File: src/rtl/count_ctrl.sv
// rtl/count_ctrl.sv - job controller and arbiter for a shared loadable up/down counter
// Optional round-robin arbitration: define COUNT_CTRL_RR_EN (default is fixed priority, lowest index wins).
module count_ctrl #(
  parameter int N     = 4,
  parameter int WIDTH = 4
) (
  input  logic                 clock,
  input  logic                 reset,
  input  logic [N-1:0]         req,
  input  logic [N*WIDTH-1:0]   req_start,
  input  logic [N-1:0]         req_up,
  input  logic [N*WIDTH-1:0]   req_end,
  output logic [N-1:0]         gnt,
  output logic [N-1:0]         done,
  output logic                 busy,
  output logic                 cnt_load,
  output logic [WIDTH-1:0]     cnt_data,
  output logic                 cnt_up_down,
  input  logic [WIDTH-1:0]     cnt_count
);

  localparam int IW = $clog2(N);

  typedef enum logic [1:0] {
    S_IDLE = 2'd0,
    S_LOAD = 2'd1,
    S_RUN  = 2'd2
  } state_t;

  state_t            state_q, state_d;
  logic [WIDTH-1:0]  job_start_q, job_end_q, park_q;
  logic              job_up_q;
  logic [IW-1:0]     owner_q;
  logic [IW-1:0]     win_idx, arb_idx;
  logic              win_any;
  logic              take;
  logic              match;

`ifdef COUNT_CTRL_RR_EN
  logic [IW-1:0]     ptr_q;

  // Search begins at ptr_q, which always points one past the last winner.
  always_comb begin
    win_idx = '0;
    win_any = 1'b0;
    arb_idx = '0;
    for (int k = 0; k < N; k++) begin
      arb_idx = IW'((int'(ptr_q) + k) % N);
      if (!win_any && req[arb_idx]) begin
        win_any = 1'b1;
        win_idx = arb_idx;
      end
    end
  end

  always_ff @(posedge clock or posedge reset) begin
    if (reset) begin
      ptr_q <= '0;
    end else if (take) begin
      ptr_q <= (win_idx == IW'(N - 1)) ? '0 : win_idx + 1'b1;
    end
  end
`else
  always_comb begin
    win_idx = '0;
    win_any = 1'b0;
    arb_idx = '0;
    for (int k = N - 1; k >= 0; k--) begin
      arb_idx = IW'(k);
      if (req[arb_idx]) begin
        win_any = 1'b1;
        win_idx = arb_idx;
      end
    end
  end
`endif

  assign take  = (state_q == S_IDLE) && win_any;
  assign match = (cnt_count == job_end_q);

  // Idle keeps reloading park_q so the counter stays frozen between jobs.
  always_comb begin
    state_d     = state_q;
    gnt         = '0;
    done        = '0;
    busy        = 1'b0;
    cnt_load    = 1'b1;
    cnt_data    = park_q;
    cnt_up_down = 1'b0;
    case (state_q)
      S_IDLE: begin
        if (win_any && !reset) begin
          gnt     = N'(1) << win_idx;
          state_d = S_LOAD;
        end
      end
      S_LOAD: begin
        busy        = 1'b1;
        cnt_data    = job_start_q;
        cnt_up_down = job_up_q;
        state_d     = S_RUN;
      end
      S_RUN: begin
        busy        = 1'b1;
        cnt_up_down = job_up_q;
        if (match) begin
          cnt_data = job_end_q;
          done     = N'(1) << owner_q;
          state_d  = S_IDLE;
        end else begin
          cnt_load = 1'b0;
        end
      end
      default: state_d = S_IDLE;
    endcase
  end

  always_ff @(posedge clock or posedge reset) begin
    if (reset) begin
      state_q     <= S_IDLE;
      job_start_q <= '0;
      job_end_q   <= '0;
      job_up_q    <= 1'b0;
      owner_q     <= '0;
      park_q      <= '0;
    end else begin
      state_q <= state_d;
      if (take) begin
        owner_q     <= win_idx;
        job_start_q <= req_start[win_idx*WIDTH +: WIDTH];
        job_end_q   <= req_end[win_idx*WIDTH +: WIDTH];
        job_up_q    <= req_up[win_idx];
      end
      if (state_q == S_RUN && match) begin
        park_q <= job_end_q;
      end
    end
  end

endmodule
File: config.mk
export PLATFORM = sky130hd
export DESIGN_NAME = count_ctrl
export DESIGN_NICKNAME = d
export VERILOG_FILES = /design/src/rtl/count_ctrl.sv
export SDC_FILE = /design/constraint.sdc
export NUM_CORES = 1
export LEC_CHECK = 0
export ABC_CLOCK_PERIOD_IN_PS = 1660
export CORE_UTILIZATION = 36
export DETAILED_ROUTE_END_ITERATION = 7
export GPL_ROUTABILITY_DRIVEN = 0
export PLACE_DENSITY = 0.82
export SLEW_MARGIN = 20
export SYNTH_ARGS = -nofsm -noshare
export SYNTH_HDL_FRONTEND = slang
export SYNTH_SLANG_ARGS = --single-unit
File: constraint.sdc
create_clock -name clock -period 1.66 [get_ports clock]
set_input_delay 0.249 -clock clock [delete_from_list [all_inputs] [get_ports clock]]
set_output_delay 0.249 -clock clock [all_outputs]
set_load 0.1 [all_outputs]
==> impl_metrics.xml, run 1 <==
<?xml version="1.0" encoding="UTF-8"?>
<metrics>
  <group name="logic_synthesis">
    <metric name="syn_inst" unit="">136</metric>
    <metric name="share_of_synthesized_area_spent_on_multiplexers" unit="%">5.43</metric>
    <metric name="synth_area_in_compound_gates" unit="%">22.2</metric>
    <metric name="synth-adder-area-share" unit="%">5.03</metric>
    <metric name="seq_area_frac_synth" unit="%">34.2</metric>
    <metric name="synth_top_family_by_area" unit="">simple AND/OR/NAND/NOR gates</metric>
    <metric name="synth_xor_area_share" unit="%">2.81</metric>
    <metric name="synth_net_count" unit="">187</metric>
    <metric name="postSynth.topFlopCell" unit="">sky130_fd_sc_hd__dfrtp_1</metric>
    <metric name="yosysUniqueCellTypes" unit="">32</metric>
    <metric name="yosys_register_bits" unit="">17</metric>
    <metric name="synthesis.yosys.warnings" unit="">0</metric>
    <metric name="post_synth_and_or_nand_nor_area_fraction" unit="%">26.3</metric>
    <metric name="async_reset_ff_share" unit="%">100</metric>
    <metric name="postSynthAreaPerCell" unit="µm²">9.15</metric>
    <metric name="number_of_synthesized_flops_with_an_enable_pin" unit="">0</metric>
    <metric name="post_synthesis_instance_area" unit="mm²">0.00124</metric>
  </group>
  <group name="sta">
    <metric name="max_slew_violations" unit="">0</metric>
    <metric name="tns" unit="ns">-6.26</metric>
    <metric name="min_period_over_period" unit="%">139</metric>
    <metric name="rsz0062_at_grt" unit="">yes</metric>
    <metric name="final_count_of_negative_setup_slack_endpoints" unit="">19</metric>
    <metric name="setup_slack" unit="ns">-0.641</metric>
    <metric name="worst_slew_margin_rel" unit="%">75.7</metric>
    <metric name="final_hold_violation_count" unit="">0</metric>
    <metric name="finalWorstPathRequiredPeriod" unit="ns">2.30</metric>
    <metric name="timing_worst_slew_pin_value" unit="ns">0.362</metric>
    <metric name="skew" unit="ns">0.00176</metric>
    <metric name="timing.fmax" unit="GHz">0.435</metric>
  </group>
  <group name="place">
    <metric name="hpwl_after_detailed_placement" unit="µm">3500</metric>
    <metric name="place_inst" unit="">260</metric>
    <metric name="placed_cell_area" unit="mm²">0.00239</metric>
    <metric name="detailedPlace.worstSlack" unit="ns">-0.701</metric>
    <metric name="numPortBuffers" unit="">60</metric>
  </group>
  <group name="power_and_ir_drop">
    <metric name="power.share.switching" unit="%">50.0</metric>
    <metric name="comb_power_share" unit="%">76.8</metric>
    <metric name="int_pwr" unit="mW">2.30</metric>
    <metric name="seqPwrFrac" unit="%">18.6</metric>
    <metric name="power.clock.fraction" unit="%">4.5</metric>
    <metric name="vdd_drop_max" unit="mV">0.805</metric>
    <metric name="power.leakage" unit="nW">1.09</metric>
    <metric name="power_switching" unit="mW">2.30</metric>
    <metric name="power_density_relative_to_cell_area" unit="mW/mm²">1810</metric>
  </group>
  <group name="grt">
    <metric name="global_route_wire_length_before_repair" unit="µm">7060</metric>
    <metric name="grt_max_degree" unit="">19</metric>
    <metric name="track_usage" unit="%">26.6</metric>
    <metric name="grt-ovfl-total" unit="">0</metric>
    <metric name="via_count_of_the_first_global_routing_pass" unit="">1541</metric>
    <metric name="antenna_found_initial" unit="">0</metric>
  </group>
  <group name="floorplan">
    <metric name="overall_die_area" unit="mm²">0.00370</metric>
    <metric name="core.rowCount" unit="">20</metric>
    <metric name="fp.dieH" unit="µm">60.8</metric>
    <metric name="fp.dieW" unit="µm">60.8</metric>
    <metric name="ioPinCount" unit="">61</metric>
    <metric name="effective_utilization_at_floorplan" unit="%">39.2</metric>
    <metric name="core" unit="mm²">0.00318</metric>
  </group>
  <group name="clocking">
    <metric name="clockBufferDepth" unit="">2</metric>
    <metric name="worst_setup_hold_path_clk_slew" unit="ns">0.09</metric>
    <metric name="clk-insertion-delay-late" unit="ns">0.28</metric>
    <metric name="htreeDepth" unit="">1</metric>
    <metric name="cts_inserted_buffers" unit="">3</metric>
    <metric name="cts.root.buffer_cell" unit="">sky130_fd_sc_hd__clkbuf_4</metric>
    <metric name="post_cts_hold_buffer_count" unit="">0</metric>
    <metric name="cts_tree" unit="">done</metric>
    <metric name="tritoncts_num_sinks" unit="">17</metric>
  </group>
  <group name="hold_path">
    <metric name="worstHoldPathType" unit="">in2async</metric>
  </group>
  <group name="cells_and_area">
    <metric name="nFillCells" unit="">194</metric>
    <metric name="finish.instance_area" unit="mm²">0.00254</metric>
    <metric name="insertedDiodeCount" unit="">0</metric>
    <metric name="design.final.nets" unit="">282</metric>
    <metric name="share_of_layout_cells_above_drive_strength_1" unit="%">41.3</metric>
    <metric name="utilization" unit="%">79.8</metric>
    <metric name="layout.cells.non_filler" unit="">274</metric>
    <metric name="synthToLayoutAreaGrowth" unit="%">104</metric>
  </group>
  <group name="setup_path">
    <metric name="worst-endpoint-required" unit="ns">1.41</metric>
    <metric name="critPathMaxFanout" unit="">4</metric>
    <metric name="timing_worst_setup_path_type" unit="">reg2out</metric>
    <metric name="setup.worst_path.end_class" unit="">output port</metric>
    <metric name="critical_path.startpoint_type" unit="">flop</metric>
    <metric name="worstPathArrival" unit="ns">2.05</metric>
  </group>
  <group name="detailed_routing">
    <metric name="wl_per_cell" unit="µm">16.4</metric>
    <metric name="drt.antenna.violating_nets" unit="">0</metric>
    <metric name="vias_per_cell" unit="">5.33</metric>
    <metric name="num_vias" unit="">1461</metric>
    <metric name="drt_iter0_markers" unit="">33</metric>
    <metric name="drt_pre_antenna_iters" unit="">4</metric>
    <metric name="wirelength" unit="µm">4490</metric>
    <metric name="drc" unit="">0</metric>
  </group>
  <group name="outcome">
    <metric name="violations" unit="">negative setup slack</metric>
    <metric name="run_status" unit="">finished, violations left</metric>
  </group>
  <group name="flow_run">
    <metric name="timing.max_cap.violations" unit="">0</metric>
  </group>
</metrics>
[synth_stat cells (2+ instances only)]
library cell               instances  area (µm²)
sky130_fd_sc_hd__and4_1            2        17.5
sky130_fd_sc_hd__a221oi_1          8        70.1
sky130_fd_sc_hd__mux2_2            6        67.6
sky130_fd_sc_hd__and3_1            5        31.3
sky130_fd_sc_hd__and2_1            3        18.8
sky130_fd_sc_hd__nor4bb_1          2        20.0
sky130_fd_sc_hd__xor2_1            4        35.0
sky130_fd_sc_hd__nand2_1          10        37.5
sky130_fd_sc_hd__nand3b_1          8        60.1
sky130_fd_sc_hd__nand2_2           2        12.5
sky130_fd_sc_hd__or2_2             2        12.5
sky130_fd_sc_hd__clkbuf_1          8        30.0
sky130_fd_sc_hd__nor3b_1           2        15.0
sky130_fd_sc_hd__dfrtp_1          17         425
sky130_fd_sc_hd__inv_1             4        15.0
sky130_fd_sc_hd__a21oi_1          20         100
sky130_fd_sc_hd__a221o_1           4        40.0
sky130_fd_sc_hd__nor2_1           11        41.3
sky130_fd_sc_hd__ha_1              5        62.6
[final timing paths]
check | from | to | cells after the start | slack, ns
min | reset | job_start_q[0] | 3 | 0.53
max in group asynchronous | reset | owner_q[1] | 3 | 0.95
min reg2reg | park_q[3] | park_q[3] | 1 | 0.57
max reg2reg | job_end_q[1] | park_q[2] | 6 | -0.25
max | job_end_q[1] | cnt_data[1] | 5 | -0.64
min in group clock | park_q[3] | park_q[3] | 1 | 0.57
[area by class of cell]
type,count,area (µm²),share of cell area (%)
flip-flops and latches,17,425,16.8
inverters,4,15.0,0.592
clock inverters,1,5.00,0.197
well taps,44,55.1,2.17
clock buffers,3,22.5,0.888
multi-input cells,106,955,37.6
repair buffers,99,1060,41.7
[power by group through the flow]
stage          registers, mW  logic (mW)  clock network [mW]
6_report               0.856        3.53               0.209
5_1_grt                0.871        3.70               0.236
4_1_cts                0.841        3.46               0.215
3_5_place_dp           0.840        3.28                   0
3_3_place_gp           0.824        3.17                   0
2_1_floorplan          0.790        2.13                   0
[kinds of logic after synthesis]
kind of cell,count (synthesis)
AND/OR/NAND/NOR,53
AO/OA/AOI/OAI,38
flip-flops,17
buffers and inverters,13
multiplexers,6
adder cells (fa/ha/maj),5
XOR/XNOR,4
[layer usage]
layer	vias up	global-route usage, %	wire (µm)
li1	693	-	-
met1	697	29.4	1740
met2	57	50.9	2450
met3	14	1.71	157
met4	0	13.3	139
met5	-	0	0
[worst max-delay path: stages, from the launching register on]
cell and delay, ns:
sky130_fd_sc_hd__dfrtp_1 0.42, sky130_fd_sc_hd__xor2_2 0.20, sky130_fd_sc_hd__o41ai_4 0.40, sky130_fd_sc_hd__nand2_2 0.16, sky130_fd_sc_hd__a221o_4 0.42, sky130_fd_sc_hd__buf_12 0.17
[metrics by stage]
step / hold WS [ns] / total power, mW
2_1_floorplan: 0.194 / 2.92
3_3_place_gp: 0.522 / 4.00
3_5_place_dp: 0.533 / 4.12
4_1_cts: 0.511 / 4.51
5_1_grt: 0.546 / 4.80
6_report: 0.531 / 4.60
[registers in the layout (all words and copies together) (netlist names)]
register     cells
job_end_q        4
job_start_q      4
park_q           4
owner_q          2
state_q          2
job_up_q         1
[layout by cell type, fill, tap and decap left out, types with 2 or more instances in the layout]
cell                              count
sky130_fd_sc_hd__a21oi_1             20
sky130_fd_sc_hd__a221o_4              4
sky130_fd_sc_hd__a221oi_1             8
sky130_fd_sc_hd__and2_1               2
sky130_fd_sc_hd__and3_1               3
sky130_fd_sc_hd__and3_4               2
sky130_fd_sc_hd__and4_4               2
sky130_fd_sc_hd__buf_12              16
sky130_fd_sc_hd__buf_4               35
sky130_fd_sc_hd__buf_6                3
sky130_fd_sc_hd__clkbuf_4             3
sky130_fd_sc_hd__clkdlybuf4s50_1     38
sky130_fd_sc_hd__dfrtp_1             17
sky130_fd_sc_hd__dlygate4sd2_1        7
sky130_fd_sc_hd__ha_1                 4
sky130_fd_sc_hd__inv_1                2
sky130_fd_sc_hd__inv_2                2
sky130_fd_sc_hd__mux2_2               6
sky130_fd_sc_hd__nand2_1             10
sky130_fd_sc_hd__nand2_2              2
sky130_fd_sc_hd__nand3b_1             8
sky130_fd_sc_hd__nor2_1              11
sky130_fd_sc_hd__nor3b_4              2
sky130_fd_sc_hd__nor4_4               2
sky130_fd_sc_hd__or2_2                2
sky130_fd_sc_hd__xor2_2               4
[what timing repair did]
item,in CTS,in global routing
setup buffers,6,4
gates resized for setup,17,1
hold endpoints to repair,0,0
pin swaps,6,1
setup endpoints to repair,20,20
Note: power is estimated with default switching activity, not from simulation.
==> run 2, diff against run 1 <==
--- a/config.mk
+++ b/config.mk
@@ -5,7 +5,6 @@
 export SDC_FILE = /design/constraint.sdc
 export NUM_CORES = 1
 export LEC_CHECK = 0
-export ABC_CLOCK_PERIOD_IN_PS = 1660
 export CORE_UTILIZATION = 36
 export DETAILED_ROUTE_END_ITERATION = 7
 export GPL_ROUTABILITY_DRIVEN = 0
==> results of run 2 <==
No change in the layout: final DEF, timing and power equal those of run 1.
